===== src/rtl/ccff_chain_loader_if.sv =====
// Word-stream handshake between the SoC bitstream source and the chain loader.
// One word carries WORD_WIDTH bits for each of NUM_CHAINS chains.
interface ccff_chain_loader_if #(
    parameter int unsigned NUM_CHAINS = 1,
    parameter int unsigned WORD_WIDTH = 32
);
    logic [NUM_CHAINS*WORD_WIDTH-1:0] in_data;
    logic                             in_valid;
    logic                             in_ready;

    modport master (output in_data, output in_valid, input in_ready);
    modport slave  (input in_data, input in_valid, output in_ready);
endinterface


===== src/rtl/ccff_chain_loader.sv =====
// Configuration-chain driver: streams a bitstream into parallel ccff chains (PROGRAM)
// or runs a single-pulse integrity test on every chain (CHECK).
module ccff_chain_loader #(
    parameter int unsigned NUM_CHAINS   = 1,
    parameter int unsigned CHAIN_LENGTH = 29696,
    parameter int unsigned WORD_WIDTH   = 32,
    parameter int unsigned CHECK_DEPTH  = 3
) (
    input  logic                   prog_clk,
    input  logic                   pReset,
    input  logic                   start,
    input  logic                   mode,
    input  logic                   abort,
    ccff_chain_loader_if.slave     word_bus,
    output logic [NUM_CHAINS-1:0]  ccff_head,
    input  logic [NUM_CHAINS-1:0]  ccff_tail,
    output logic                   shift_en,
    output logic                   busy,
    output logic                   done,
    output logic [NUM_CHAINS-1:0]  err_chain
);

    localparam int unsigned CntW  = $clog2(CHAIN_LENGTH + CHECK_DEPTH + 1);
    localparam int unsigned BitW  = (WORD_WIDTH > 1) ? $clog2(WORD_WIDTH) : 1;
    localparam int unsigned DataW = NUM_CHAINS * WORD_WIDTH;

    localparam logic [CntW-1:0] LastShift = CntW'(CHAIN_LENGTH - 1);
    localparam logic [CntW-1:0] TailAt    = CntW'(CHAIN_LENGTH);
    localparam logic [CntW-1:0] LastCheck = CntW'(CHAIN_LENGTH + CHECK_DEPTH - 1);
    localparam logic [BitW-1:0] LastBit   = BitW'(WORD_WIDTH - 1);

    typedef enum logic [2:0] {StIdle, StLoad, StShift, StCheck, StDone} state_e;

    state_e                state_q, state_d;
    logic [DataW-1:0]      sreg_q, sreg_d;
    logic                  sreg_valid_q, sreg_valid_d;
    logic [DataW-1:0]      buf_q, buf_d;
    logic                  buf_full_q, buf_full_d;
    logic [BitW-1:0]       bit_idx_q, bit_idx_d;
    logic [CntW-1:0]       cnt_q, cnt_d;
    logic [NUM_CHAINS-1:0] err_q, err_d;

    logic accept;
    logic shifting;
    logic sreg_free;
    logic exp_tail;

    assign busy      = (state_q == StLoad) || (state_q == StShift) || (state_q == StCheck);
    assign done      = (state_q == StDone);
    assign err_chain = err_q;

    always_comb begin
        state_d           = state_q;
        sreg_d            = sreg_q;
        sreg_valid_d      = sreg_valid_q;
        buf_d             = buf_q;
        buf_full_d        = buf_full_q;
        bit_idx_d         = bit_idx_q;
        cnt_d             = cnt_q;
        err_d             = err_q;
        shift_en          = 1'b0;
        ccff_head         = '0;
        word_bus.in_ready = 1'b0;
        accept            = 1'b0;
        shifting          = 1'b0;
        sreg_free         = 1'b0;
        exp_tail          = (cnt_q == TailAt);

        unique case (state_q)
            StIdle, StDone: begin
                if (start) begin
                    err_d     = '0;
                    cnt_d     = '0;
                    bit_idx_d = '0;
                    state_d   = mode ? StCheck : StLoad;
                end
            end
            StLoad, StShift: begin
                word_bus.in_ready = !buf_full_q;
                accept            = word_bus.in_valid && !buf_full_q;
                shifting          = (state_q == StShift) && sreg_valid_q;
                if (shifting) begin
                    shift_en = 1'b1;
                    for (int unsigned c = 0; c < NUM_CHAINS; c++) begin
                        ccff_head[c]                   = sreg_q[c*WORD_WIDTH + WORD_WIDTH - 1];
                        sreg_d[c*WORD_WIDTH +: WORD_WIDTH] = sreg_q[c*WORD_WIDTH +: WORD_WIDTH] << 1;
                    end
                    bit_idx_d = bit_idx_q + BitW'(1);
                    cnt_d     = cnt_q + CntW'(1);
                end
                // Shift register refills on the edge its last bit leaves, so words chain gaplessly.
                sreg_free = !sreg_valid_q || (shifting && (bit_idx_q == LastBit));
                if (sreg_free) begin
                    if (buf_full_q) begin
                        sreg_d       = buf_q;
                        sreg_valid_d = 1'b1;
                        bit_idx_d    = '0;
                        buf_full_d   = accept;
                        if (accept) buf_d = word_bus.in_data;
                    end else if (accept) begin
                        sreg_d       = word_bus.in_data;
                        sreg_valid_d = 1'b1;
                        bit_idx_d    = '0;
                    end else begin
                        sreg_valid_d = 1'b0;
                    end
                end else if (accept) begin
                    buf_d      = word_bus.in_data;
                    buf_full_d = 1'b1;
                end
                if ((state_q == StLoad) && accept) state_d = StShift;
                if (shifting && (cnt_q == LastShift)) begin
                    state_d      = StDone;
                    sreg_valid_d = 1'b0;
                    buf_full_d   = 1'b0;
                end
            end
            StCheck: begin
                shift_en = 1'b1;
                if (cnt_q == '0) ccff_head = '1;
                cnt_d = cnt_q + CntW'(1);
                if (cnt_q >= TailAt) begin
                    for (int unsigned c = 0; c < NUM_CHAINS; c++) begin
                        // Written positively so an X/Z tail falls into the error branch.
                        if (ccff_tail[c] == exp_tail) err_d[c] = err_q[c];
                        else err_d[c] = 1'b1;
                    end
                end
                if (cnt_q == LastCheck) state_d = StDone;
            end
            default: state_d = StIdle;
        endcase

        if (abort) begin
            state_d      = StIdle;
            sreg_valid_d = 1'b0;
            buf_full_d   = 1'b0;
            cnt_d        = '0;
            bit_idx_d    = '0;
            err_d        = err_q;
        end
    end

    always_ff @(posedge prog_clk or posedge pReset) begin
        if (pReset) begin
            state_q      <= StIdle;
            sreg_q       <= '0;
            sreg_valid_q <= 1'b0;
            buf_q        <= '0;
            buf_full_q   <= 1'b0;
            bit_idx_q    <= '0;
            cnt_q        <= '0;
            err_q        <= '0;
        end else begin
            state_q      <= state_d;
            sreg_q       <= sreg_d;
            sreg_valid_q <= sreg_valid_d;
            buf_q        <= buf_d;
            buf_full_q   <= buf_full_d;
            bit_idx_q    <= bit_idx_d;
            cnt_q        <= cnt_d;
            err_q        <= err_d;
        end
    end

endmodule


===== src/flat_wrapper.sv =====
// flat-port wrapper written by rule: the top's interface ports become plain ports
module ccff_chain_loader_flat 
#(
    parameter int unsigned NUM_CHAINS   = 1,
    parameter int unsigned CHAIN_LENGTH = 29696,
    parameter int unsigned WORD_WIDTH   = 32,
    parameter int unsigned CHECK_DEPTH  = 3
)
  (prog_clk, pReset, start, mode, abort, ccff_head, ccff_tail, shift_en, busy, done, err_chain, word_bus_in_data, word_bus_in_valid, word_bus_in_ready);
  ccff_chain_loader_if #(.NUM_CHAINS(NUM_CHAINS), .WORD_WIDTH(WORD_WIDTH)) word_bus_i ();
  input  logic prog_clk;
  input  logic pReset;
  input  logic start;
  input  logic mode;
  input  logic abort;
  output logic [NUM_CHAINS-1:0] ccff_head;
  input  logic [NUM_CHAINS-1:0] ccff_tail;
  output logic shift_en;
  output logic busy;
  output logic done;
  output logic [NUM_CHAINS-1:0] err_chain;
  input wire logic [$bits(word_bus_i.in_data)-1:0] word_bus_in_data;
  input wire logic [$bits(word_bus_i.in_valid)-1:0] word_bus_in_valid;
  output wire logic [$bits(word_bus_i.in_ready)-1:0] word_bus_in_ready;
  assign word_bus_i.in_data = word_bus_in_data;
  assign word_bus_i.in_valid = word_bus_in_valid;
  assign word_bus_in_ready = word_bus_i.in_ready;
  ccff_chain_loader #(.NUM_CHAINS(NUM_CHAINS), .CHAIN_LENGTH(CHAIN_LENGTH), .WORD_WIDTH(WORD_WIDTH), .CHECK_DEPTH(CHECK_DEPTH)) u_core (.prog_clk(prog_clk), .pReset(pReset), .start(start), .mode(mode), .abort(abort), .word_bus(word_bus_i), .ccff_head(ccff_head), .ccff_tail(ccff_tail), .shift_en(shift_en), .busy(busy), .done(done), .err_chain(err_chain));
endmodule

===== config.mk =====
export PLATFORM = sky130hd
export DESIGN_NAME = ccff_chain_loader_flat
export DESIGN_NICKNAME = d
export VERILOG_FILES = /design/src/rtl/ccff_chain_loader_if.sv /design/src/rtl/ccff_chain_loader.sv /design/src/flat_wrapper.sv
export SDC_FILE = /design/constraint.sdc
export NUM_CORES = 1
export LEC_CHECK = 0
export ABC_AREA = 1
export CORE_MARGIN = 4
export CORE_UTILIZATION = 45
export CTS_CLUSTER_DIAMETER = 30
export DETAILED_ROUTE_END_ITERATION = 16
export MAX_ROUTING_LAYER = met4
export RECOVER_POWER = 25
export SLEW_MARGIN = 20
export SYNTH_ARGS = -nofsm -noshare
export SYNTH_HDL_FRONTEND = slang
export SYNTH_SLANG_ARGS = --single-unit

===== constraint.sdc =====
create_clock -name prog_clk -period 3.45 [get_ports prog_clk]
set_input_delay 0.5175 -clock prog_clk [delete_from_list [all_inputs] [get_ports prog_clk]]
set_output_delay 0.5175 -clock prog_clk [all_outputs]
set_load 0.005 [all_outputs]

==> results of run 1 <==
through the flow:
stage	power [mW]	setup slack, ps
after floorplan	3.12	597
after global placement	3.50	904
after detailed placement	3.55	837
after CTS	4.48	776
after global routing	4.84	347
final	4.42	803
metal layers:
| layer | track usage, % | wire length, um | up-vias |
|---|---|---|---|
| met5 | - | 0 | - |
| met4 | 7.19 | 247 | 0 |
| met3 | 2.98 | 465 | 18 |
| met2 | 29.2 | 5480 | 89 |
| met1 | 28.1 | 6030 | 2151 |
| li1 | - | - | 2369 |
worst paths after layout:
check	from	to	slack [ps]	cells after the start
worst max-delay path	pReset	u_core.sreg_q[15]$_DFFE_PP0N_	800	3
worst min-delay path	u_core.buf_q[24]$_DFFE_PP0P_	u_core.buf_q[24]$_DFFE_PP0P_	480	2
worst max register to register	u_core.bit_idx_q[0]$_DFFE_PP0P_	u_core.buf_q[29]$_DFFE_PP0P_	1010	12
worst min register to register	u_core.buf_q[24]$_DFFE_PP0P_	u_core.buf_q[24]$_DFFE_PP0P_	480	2
max in group prog_clk	u_core.state_q[2]$_DFFE_PP0P_	ccff_head	810	6
min in group asynchronous	pReset	u_core.sreg_q[20]$_DFFE_PP0N_	1150	2
kinds of logic (layout without fill, tap and decap cells):
group	Yosys count	count (layout)	share of synthesized area, %
AO/OA/AOI/OAI	182	182	20.6
XOR/XNOR	5	5	0.823
adder cells (fa/ha/maj)	5	5	1.17
buffers and inverters	143	177	11.8
flip-flops	90	90	42.3
AND/OR/NAND/NOR	297	297	23.3
worst register-to-register path, stage by stage, from the launching register on:
cell	delay, ps
dfrtp_1	390
ha_1	180
nand2_1	70
nor2_1	90
ha_1	170
nand3_2	100
nand2_4	340
inv_2	100
nand2_4	140
nor2_4	50
inv_4	450
nand2_1	180
o21ai_2	90
power by group:
part / internal, mW / switching [mW]
logic: 0.687 / 1.18
registers: 1.44 / 0.222
clock network: 0.485 / 0.418
total: 2.61 / 1.82
state kept, by name, indices dropped and copies added, names as in the netlist:
register / flops
u_core.buf_q: 32
u_core.bit_idx_q: 5
u_core.err_chain: 1
u_core.cnt_q: 15
u_core.sreg_q: 32
u_core.state_q: 3
u_core.sreg_valid_q: 1
u_core.buf_full_q: 1
synthesized netlist by cell type, drive strengths merged:
| library cell | instances |
|---|---|
| nand2 | 207 |
| inv | 109 |
| o21ai | 105 |
| dfrtp | 90 |
| nor2 | 54 |
| a21oi | 43 |
| a22oi | 29 |
| nand3 | 24 |
| buf | 22 |
| clkbuf | 12 |
| nor3 | 6 |
| ha | 5 |
| nand4 | 4 |
| xor2 | 3 |
| o22ai | 2 |
| o31ai | 2 |
| xnor2 | 2 |
| and3 | 1 |
| nor4 | 1 |
| o211ai | 1 |
cell type report:
class	instances	area share, %
Sequential cell	90	37.2
Clock inverter	7	0.723
Inverter	109	6.82
Clock buffer	9	3.72
Timing Repair Buffer	52	8.21
Tap cell	143	2.96
Multi-Input combinational cell	489	40.4
==> reports/metrics.cfg, run 1 <==
[yosys]
postSynthCellCount=722
ys_warn_count=0
synth_area_per_cell_sq_um=7.38
netlist_area_sq_mm=0.00533
synthTopCellsByArea=dfrtp_1, nand2_1, inv_1, o21ai_0, o21ai_2
synth_top_area_share_pct=42.3
yosysSeqAreaShare_pct=42.3
synth_top_cell_by_area=dfrtp_1
synth_seq_cells=90
synth_nets=766
synth.distinct_cells=31

[timing]
fmax_ghz=0.378
rsz0062_at_grt=false
slew_violations=44
min_period_ps=2650
finalSetupTns_ps=0
finalHoldViolCount=0
slew_headroom_pct=-36.3
min_period_over_period_pct=76.7
hold_slack_ps=483
worst_pin_slew_ps=2030
clock-skew-final_ps=7.07
finalSetupViolCount=0

[global_route]
grt_usage_pct=19.9
grt_pass1_vias=4355
grt_max_degree=63
overflow=0
antenna_found_initial=0
grt_pass1_wl_um=21000

[placement]
place_area_sq_mm=0.00579
io_buffer_count=44
hpwl_um=8370
place_congestion=0.879
dp_cells=883

[cells_and_area]
mostFrequentLayoutCells=nand2_1, inv_1, dfrtp_1
syn2layout_area_growth_pct=13.7
final_common_cell=nand2_1
fin_nets=795
final_util_pct=52.6
fill_cells=1105
antenna_cells=0
multi_input_area_sq_mm=0.00244
drive_gt1_share_pct=9.26
final_cells=899
postLayoutCellArea_sq_mm=0.00605
regArea_sq_mm=0.00225

[critical_path]
worstSetupEndpointType=async pin
worstSetupPathType=primary input to async pin
cp_max_fo=43
crit_path_start_kind=primary input
critPathArrivalTime_ps=3000
crit_family=buffers and inverters
max_stage_delay_ps=1160
path_buf_inv=3
cp_data_required_time_ps=3810
path_cells=dlygate4sd3_1, clkinvlp_2, clkbuf_1
worst_path_max_delay_cell=clkinvlp_2

[status]
status=finished, violations left
violations=capacitance limit, slew limit

[clock_tree]
cts_tree=done
root_buffer=clkbuf_16
post_cts_buffers=0
htreeDepth=3
clock_latency_ps=340
cts_sinks=90
ctsHoldBuffers=0
clockBufferDepth=2
ctsResizeCount=0
clk_pin_slew_ps=60
cts_buffers=9

[detailed_routing]
ant_nets=0
drc=0
wl_per_cell_um=13.6
vias_per_cell=5.15
vias=4627
dr.pass1.iters=6
routed_wl_um=12200
drtIter0Drc=428

[floorplanning]
fp.dieH_um=117
rows=39
io_pins=45
dieArea_sq_mm=0.0136
chipWidth_um=117
start_util_pct=46.2
coreArea_sq_mm=0.0115

[power_and_ir_drop]
power_density_mw_per_mm2=731
vdd_drop_max_mv=0.253
p_leak_nw=3.04

[flow_run]
cap_violations=1

[min_path]
hp-class=flip-flop to flip-flop

(Power assumes the default switching activity.)
==> inputs of run 2 (changes only) <==
PLACE_DENSITY = 0.67   (was default)
clock period = 2.4 ns   (was 3.45 ns; I/O delays follow)
==> run 2 against run 1 <==
- the run now ends clean
- worst hold slack worse by 1.0 ps
- combinational power is 47% higher
- final cell count is 1.1% higher
- non-clock buffer count is 10 higher
- setup slack worse by 660 ps
- clock-buffer cell count is 1 higher
- global-route usage is 0.34 points lower
- largest power group unchanged
- highest routed layer unchanged
==> reports/metrics.cfg, run 2 (synthesized netlist as in run 1, its figures left out) <==
[cells_and_area]
fill_cells=1085  ; -1.8%
drive_gt1_share_pct=11.0  ; +1.7 points
fin_nets=805  ; +1.3%
final_util_pct=53.8  ; +1.3 points
regArea_sq_mm=0.00225  ; about the same
multi_input_area_sq_mm=0.00245  ; +0.21%
syn2layout_area_growth_pct=16.4
postLayoutCellArea_sq_mm=0.00620  ; +2.4%
antenna_cells=0  ; unchanged
final_cells=909  ; +1.1%
mostFrequentLayoutCells=nand2_1, inv_1, dfrtp_1
final_common_cell=nand2_1
reg_top3=u_core.buf_q: 32 flops, u_core.sreg_q: 32 flops, u_core.cnt_q: 15 flops

[clock_tree]
root_buffer=clkbuf_16
cts_sinks=90  ; unchanged
cts_tree=done
htreeDepth=3  ; unchanged
cts_buffers=9  ; unchanged
clk_pin_slew_ps=60  ; about the same
ctsHoldBuffers=0  ; unchanged
clock_latency_ps=340  ; about the same
clockBufferDepth=2  ; unchanged

[critical_path]
r2r-start=u_core.bit_idx_q[0]$_DFFE_PP0P_
cp_max_fo=9  ; -79%
rr_worst_depth=12  ; unchanged
worstSetupPathType=flip-flop to output pin
reg2reg_slack_ps=390  ; -620 ps
critPathArrivalTime_ps=1900  ; -1100 ps
worstSetupEndpointType=output pin
setup.worst_path.start=u_core.state_q[1]$_DFFE_PP0P_
reg2reg_to=u_core.buf_q[31]$_DFFE_PP0P_
crit_path_start_kind=flip-flop
cp_data_required_time_ps=2040  ; -1770 ps
crit_end=word_bus_in_ready

[detailed_routing]
dr.pass1.iters=5  ; -1
routed.top_layer=met4
ant_nets=0  ; unchanged
wl_per_cell_um=13.4  ; -1.4%
vias=4648  ; +0.45%
wl_met2_um=5790  ; +5.5%
met3WireLength_um=447  ; -3.9%
vias_per_cell=5.11  ; -0.65%
drc=0  ; unchanged
met1_length_um=5770  ; -4.3%
drtIter0Drc=332  ; -22%
routed_wl_um=12200  ; -0.25%

[placement]
dp_cells=891  ; +0.91%
io_buffer_count=44  ; unchanged
pre_cts_ws_ps=178  ; -659 ps
place_congestion=0.848  ; -3.6%
place_area_sq_mm=0.00588  ; +1.5%
hpwl_um=8430  ; +0.70%

[floorplanning]
io_pins=45  ; unchanged
coreArea_sq_mm=0.0115  ; unchanged
chipWidth_um=117  ; unchanged
fp.dieH_um=117  ; unchanged
dieArea_sq_mm=0.0136  ; unchanged
rows=39  ; unchanged
start_util_pct=46.2  ; unchanged

[global_route]
overflow=0  ; unchanged
grt_usage_pct=19.6  ; -0.34 points
grt_pass1_vias=4431  ; +1.7%
grt_pass1_wl_um=20700  ; -1.3%
antenna_found_initial=0  ; unchanged
grt_max_degree=63  ; unchanged

[timing]
rsz0062_at_grt=false
slew_headroom_pct=39.2  ; +76 points
setup_slack_ps=141  ; -662 ps
fmax_ghz=0.443
finalHoldViolCount=0  ; unchanged
slew_violations=0  ; -100%
min_period_ps=2260
clock-skew-final_ps=6.35  ; -0.720 ps
worst_pin_slew_ps=908  ; -1130 ps
min_period_over_period_pct=94.1
finalSetupViolCount=0  ; unchanged
finalSetupTns_ps=0  ; unchanged

[status]
status=complete, no violations

[flow_run]
cap_violations=0  ; -1

[power_and_ir_drop]
p_leak_nw=3.13  ; +3.0%
vdd_drop_max_mv=0.468  ; +85%
power_density_mw_per_mm2=1070  ; +47%

[min_path]
hp-class=flip-flop to flip-flop

==> run 2: how the worst min path moves through the flow <==
stage | start | to | slack, ps | cells after the start
3_5_place_dp | u_core.buf_q[25]$_DFFE_PP0P_ | u_core.buf_q[25]$_DFFE_PP0P_ | 470 | 2
5_1_grt | u_core.buf_q[17]$_DFFE_PP0P_ | u_core.buf_q[17]$_DFFE_PP0P_ | 510 | 2
6_report | u_core.buf_q[25]$_DFFE_PP0P_ | u_core.buf_q[25]$_DFFE_PP0P_ | 480 | 2
3_3_place_gp | u_core.buf_q[16]$_DFFE_PP0P_ | u_core.buf_q[16]$_DFFE_PP0P_ | 470 | 2
2_1_floorplan | u_core.buf_q[10]$_DFFE_PP0P_ | u_core.buf_q[10]$_DFFE_PP0P_ | 450 | 2
4_1_cts | pReset | u_core.buf_q[20]$_DFFE_PP0P_ | 410 | 2
==> run 2: critical path, cell delays in order (launching register included) <==
cell,delay [ps]
dfrtp_1,430
inv_2,80
nor2_4,130
nand2_2,80
nand2_4,140
inv_2,50
nor2_1,130
clkdlybuf4s50_1,530
==> run 2: final cells by class <==
class,count,area share [%]
multi-input combinational,489,39.5
timing repair buffer,62,9.42
clock buffer,10,3.69
sequential,90,36.3
tap,143,2.89
clock inverter,6,1.45
inverter,109,6.70
==> run 2: metrics by stage <==
step	power, mW	hold slack, ps
4_1_cts	6.71	406
3_3_place_gp	5.04	465
3_5_place_dp	5.13	468
5_1_grt	7.22	512
2_1_floorplan	4.48	453
6_report	6.65	482
==> run 2: per-layer routing <==
layer	track usage, %	vias up
li1	-	2398
met1	26.0	2152
met2	30.5	86
met3	2.62	12
met4	7.87	0
met5	-	-
==> run 2: repair_timing <==
item	in CTS	in global routing
resized for setup	3	5
buffers inserted	1	1
hold endpoints to repair	0	0
endpoints found under the setup margin	1	24
pin swaps	1	1
==> run 2: power by group <==
| part | leakage [nW] | switching, mW | total, mW | internal [mW] |
|---|---|---|---|---|
| registers | 1.13 | 0.323 | 2.39 | 2.06 |
| clock network | 0.153 | 0.610 | 1.53 | 0.917 |
| logic | 1.85 | 1.70 | 2.74 | 1.04 |
==> inputs of run 3 (changes only) <==
--- a/config.mk
+++ b/config.mk
@@ -8,9 +8,9 @@
 export ABC_AREA = 1
 export CORE_MARGIN = 4
-export CORE_UTILIZATION = 45
+export CORE_UTILIZATION = 50
 export CTS_CLUSTER_DIAMETER = 30
 export DETAILED_ROUTE_END_ITERATION = 16
 export MAX_ROUTING_LAYER = met4
-export PLACE_DENSITY = 0.67
+export PLACE_DENSITY = 0.73
 export RECOVER_POWER = 25
 export SLEW_MARGIN = 20
==> constraint.sdc (replaced) <==
create_clock -name prog_clk -period 2.4 [get_ports prog_clk]
set_input_delay 0.48 -clock prog_clk [delete_from_list [all_inputs] [get_ports prog_clk]]
set_output_delay 0.48 -clock prog_clk [all_outputs]
set_load 0.005 [all_outputs]
==> run 3 against run 2 <==
- global-route usage is 1.2 points higher
- first-iteration DRC count is 8.1% lower
- utilization is 5.1 points higher
- clock-buffer cell count is 1 higher
- via count is 1.1% higher
- die area is 9.3% lower
- routed wire length is 1.6% lower
- final cell count is 0.33% lower
- fmax is 2.0% lower
- sequential power hardly changed
- clock power is 29% lower
- sequential share of layout area is 0.56 points higher
- critical path type unchanged
- largest cell class unchanged
==> reports/metrics.cfg, run 3 (synthesized netlist as in run 1, its figures left out) <==
[status]
status=complete, no violations

[critical_path]
reg2reg_to=u_core.buf_q[14]$_DFFE_PP0P_
r2r-start=u_core.bit_idx_q[0]$_DFFE_PP0P_
worstSetupEndpointType=output pin
path_cells=nor2_4, nand2_2, nand2_4, inv_2, nor2_2, clkdlybuf4s50_1
rr_worst_depth=12  ; unchanged
crit_family=buffers and inverters
critPathArrivalTime_ps=1820  ; -80 ps
setup.worst_path.start=u_core.state_q[2]$_DFFE_PP0P_
worstSetupPathType=flip-flop to output pin
path_buf_inv=2  ; -1
max_stage_delay_ps=520  ; about the same
cp_max_fo=4  ; -5
worst_path_max_delay_cell=clkdlybuf4s50_1
crit_path_start_kind=flip-flop
cp_data_required_time_ps=1920  ; -120 ps
reg2reg_slack_ps=340  ; -50 ps

[placement]
place_area_sq_mm=0.00588  ; +0.11%
io_buffer_count=44  ; unchanged
dp_cells=886  ; -0.56%
hpwl_um=8290  ; -1.7%
place_congestion=0.901  ; +6.2%

[detailed_routing]
ant_nets=0  ; unchanged
drc=0  ; unchanged
vias_per_cell=5.19  ; +1.4%
drtIter0Drc=305  ; -8.1%
routed_wl_um=12000  ; -1.6%
vias=4699  ; +1.1%
dr.pass1.iters=5  ; unchanged
wl_per_cell_um=13.2  ; -1.3%

[clock_tree]
clk_pin_slew_ps=110  ; +50 ps
cts_buffers=9  ; unchanged
root_buffer=clkbuf_8
cts_tree=done
ctsHoldBuffers=0  ; unchanged
cts_sinks=90  ; unchanged
htreeDepth=3  ; unchanged
clockBufferDepth=2  ; unchanged
clock_latency_ps=370  ; +30 ps

[cells_and_area]
antenna_cells=0  ; unchanged
final_cells=906  ; -0.33%
drive_gt1_share_pct=11.6  ; +0.59 points
regArea_sq_mm=0.00225  ; about the same
multi_input_area_sq_mm=0.00245  ; unchanged
mostFrequentLayoutCells=nand2_1, inv_1, dfrtp_1
fin_nets=809  ; +0.50%
reg_top3=u_core.buf_q: 32 flops, u_core.sreg_q: 32 flops, u_core.cnt_q: 15 flops
fill_cells=973  ; -10%
syn2layout_area_growth_pct=14.7
final_common_cell=nand2_1
postLayoutCellArea_sq_mm=0.00611  ; -1.5%

[timing]
finalHoldViolCount=0  ; unchanged
slew_violations=0  ; unchanged
rsz0062_at_grt=false
clock-skew-final_ps=20.2  ; +13.8 ps
min_period_over_period_pct=96.0  ; +1.9 points
worst_pin_slew_ps=1030  ; +118 ps
fmax_ghz=0.434  ; -2.0%
finalSetupTns_ps=0  ; unchanged
min_period_ps=2300  ; +45.2 ps
slew_headroom_pct=31.6  ; -7.5 points
finalSetupViolCount=0  ; unchanged

[flow_run]
cap_violations=0  ; unchanged

[floorplanning]
fp.dieH_um=111  ; -4.8%
coreArea_sq_mm=0.0104  ; -10%
io_pins=45  ; unchanged
rows=37  ; -5.1%
dieArea_sq_mm=0.0124  ; -9.3%
chipWidth_um=111  ; -4.8%
start_util_pct=51.4  ; +5.1 points

[min_path]
hp-class=flip-flop to flip-flop
hold_end=u_core.buf_q[1]$_DFFE_PP0P_
hold-path-cell-count=2  ; unchanged
min-delay-start=u_core.buf_q[1]$_DFFE_PP0P_

[global_route]
grt_pass1_vias=4529  ; +2.2%
grt_usage_pct=20.8  ; +1.2 points
antenna_found_initial=0  ; unchanged
overflow=0  ; unchanged
grt_max_degree=74  ; +17%
grt_pass1_wl_um=20900  ; +0.80%

[power_and_ir_drop]
power_density_mw_per_mm2=1030  ; -4.2%
p_leak_nw=3.08  ; -1.5%
vdd_drop_max_mv=0.395  ; -16%

run 3: area by class of cell:
class / count / area share, %
Clock buffer: 11 / 2.31
Clock inverter: 5 / 1.04
Inverter: 109 / 6.84
Multi-Input combinational cell: 489 / 40.1
Sequential cell: 90 / 36.9
Tap cell: 136 / 2.79
Timing Repair Buffer: 66 / 10.0
run 3: tightest hold or removal path, stage by stage, from the launching register on:
cell	delay, ps
dfrtp_1	350
nand2_1	60
o21ai_2	50
run 3: repair_timing:
action                                  CTS  global route
endpoints found under the setup margin    2             5
gates resized for setup                   7             2
pin swaps                                 2             1
buffers inserted                          4             0
run 3: per-layer routing:
metal / up-vias / GRT usage, % / part of all wire, % / wire length, um
met5: - / - / 0 / 0
met4: 0 / 7.30 / 1.8 / 221
met3: 17 / 3.44 / 4.0 / 482
met2: 102 / 33.4 / 48 / 5750
met1: 2181 / 26.7 / 46 / 5540
li1: 2399 / - / - / -
run 3: where the power goes:
part / internal (mW) / switching [mW]
Sequential: 2.06 / 0.308
Clock: 0.516 / 0.568
Combinational: 1.10 / 1.73
run 3: through the flow:
| step | worst slack, ps | util [%] | power (mW) | hold WS (ps) |
|---|---|---|---|---|
| 2_1_floorplan | 664 | - | 4.48 | 453 |
| 3_3_place_gp | 230 | 56.7 | 5.07 | 464 |
| 3_5_place_dp | 174 | 56.7 | 5.18 | 467 |
| 4_1_cts | 47.0 | 59.0 | 6.32 | 489 |
| 5_1_grt | 9.05 | 58.9 | 6.85 | 499 |
| 6_report | 95.6 | 58.9 | 6.28 | 487 |
run 3: how the worst max path moves through the flow:
stage,slack (ps),depth (start not counted),end
global placement,230,10,u_core.cnt_q[10]$_DFFE_PP0P_
finish,100,6,word_bus_in_ready
CTS,50,6,word_bus_in_ready
floorplan,660,13,u_core.buf_q[3]$_DFFE_PP0P_
detailed placement,170,10,u_core.cnt_q[13]$_DFFE_PP0P_
global route,9,5,busy
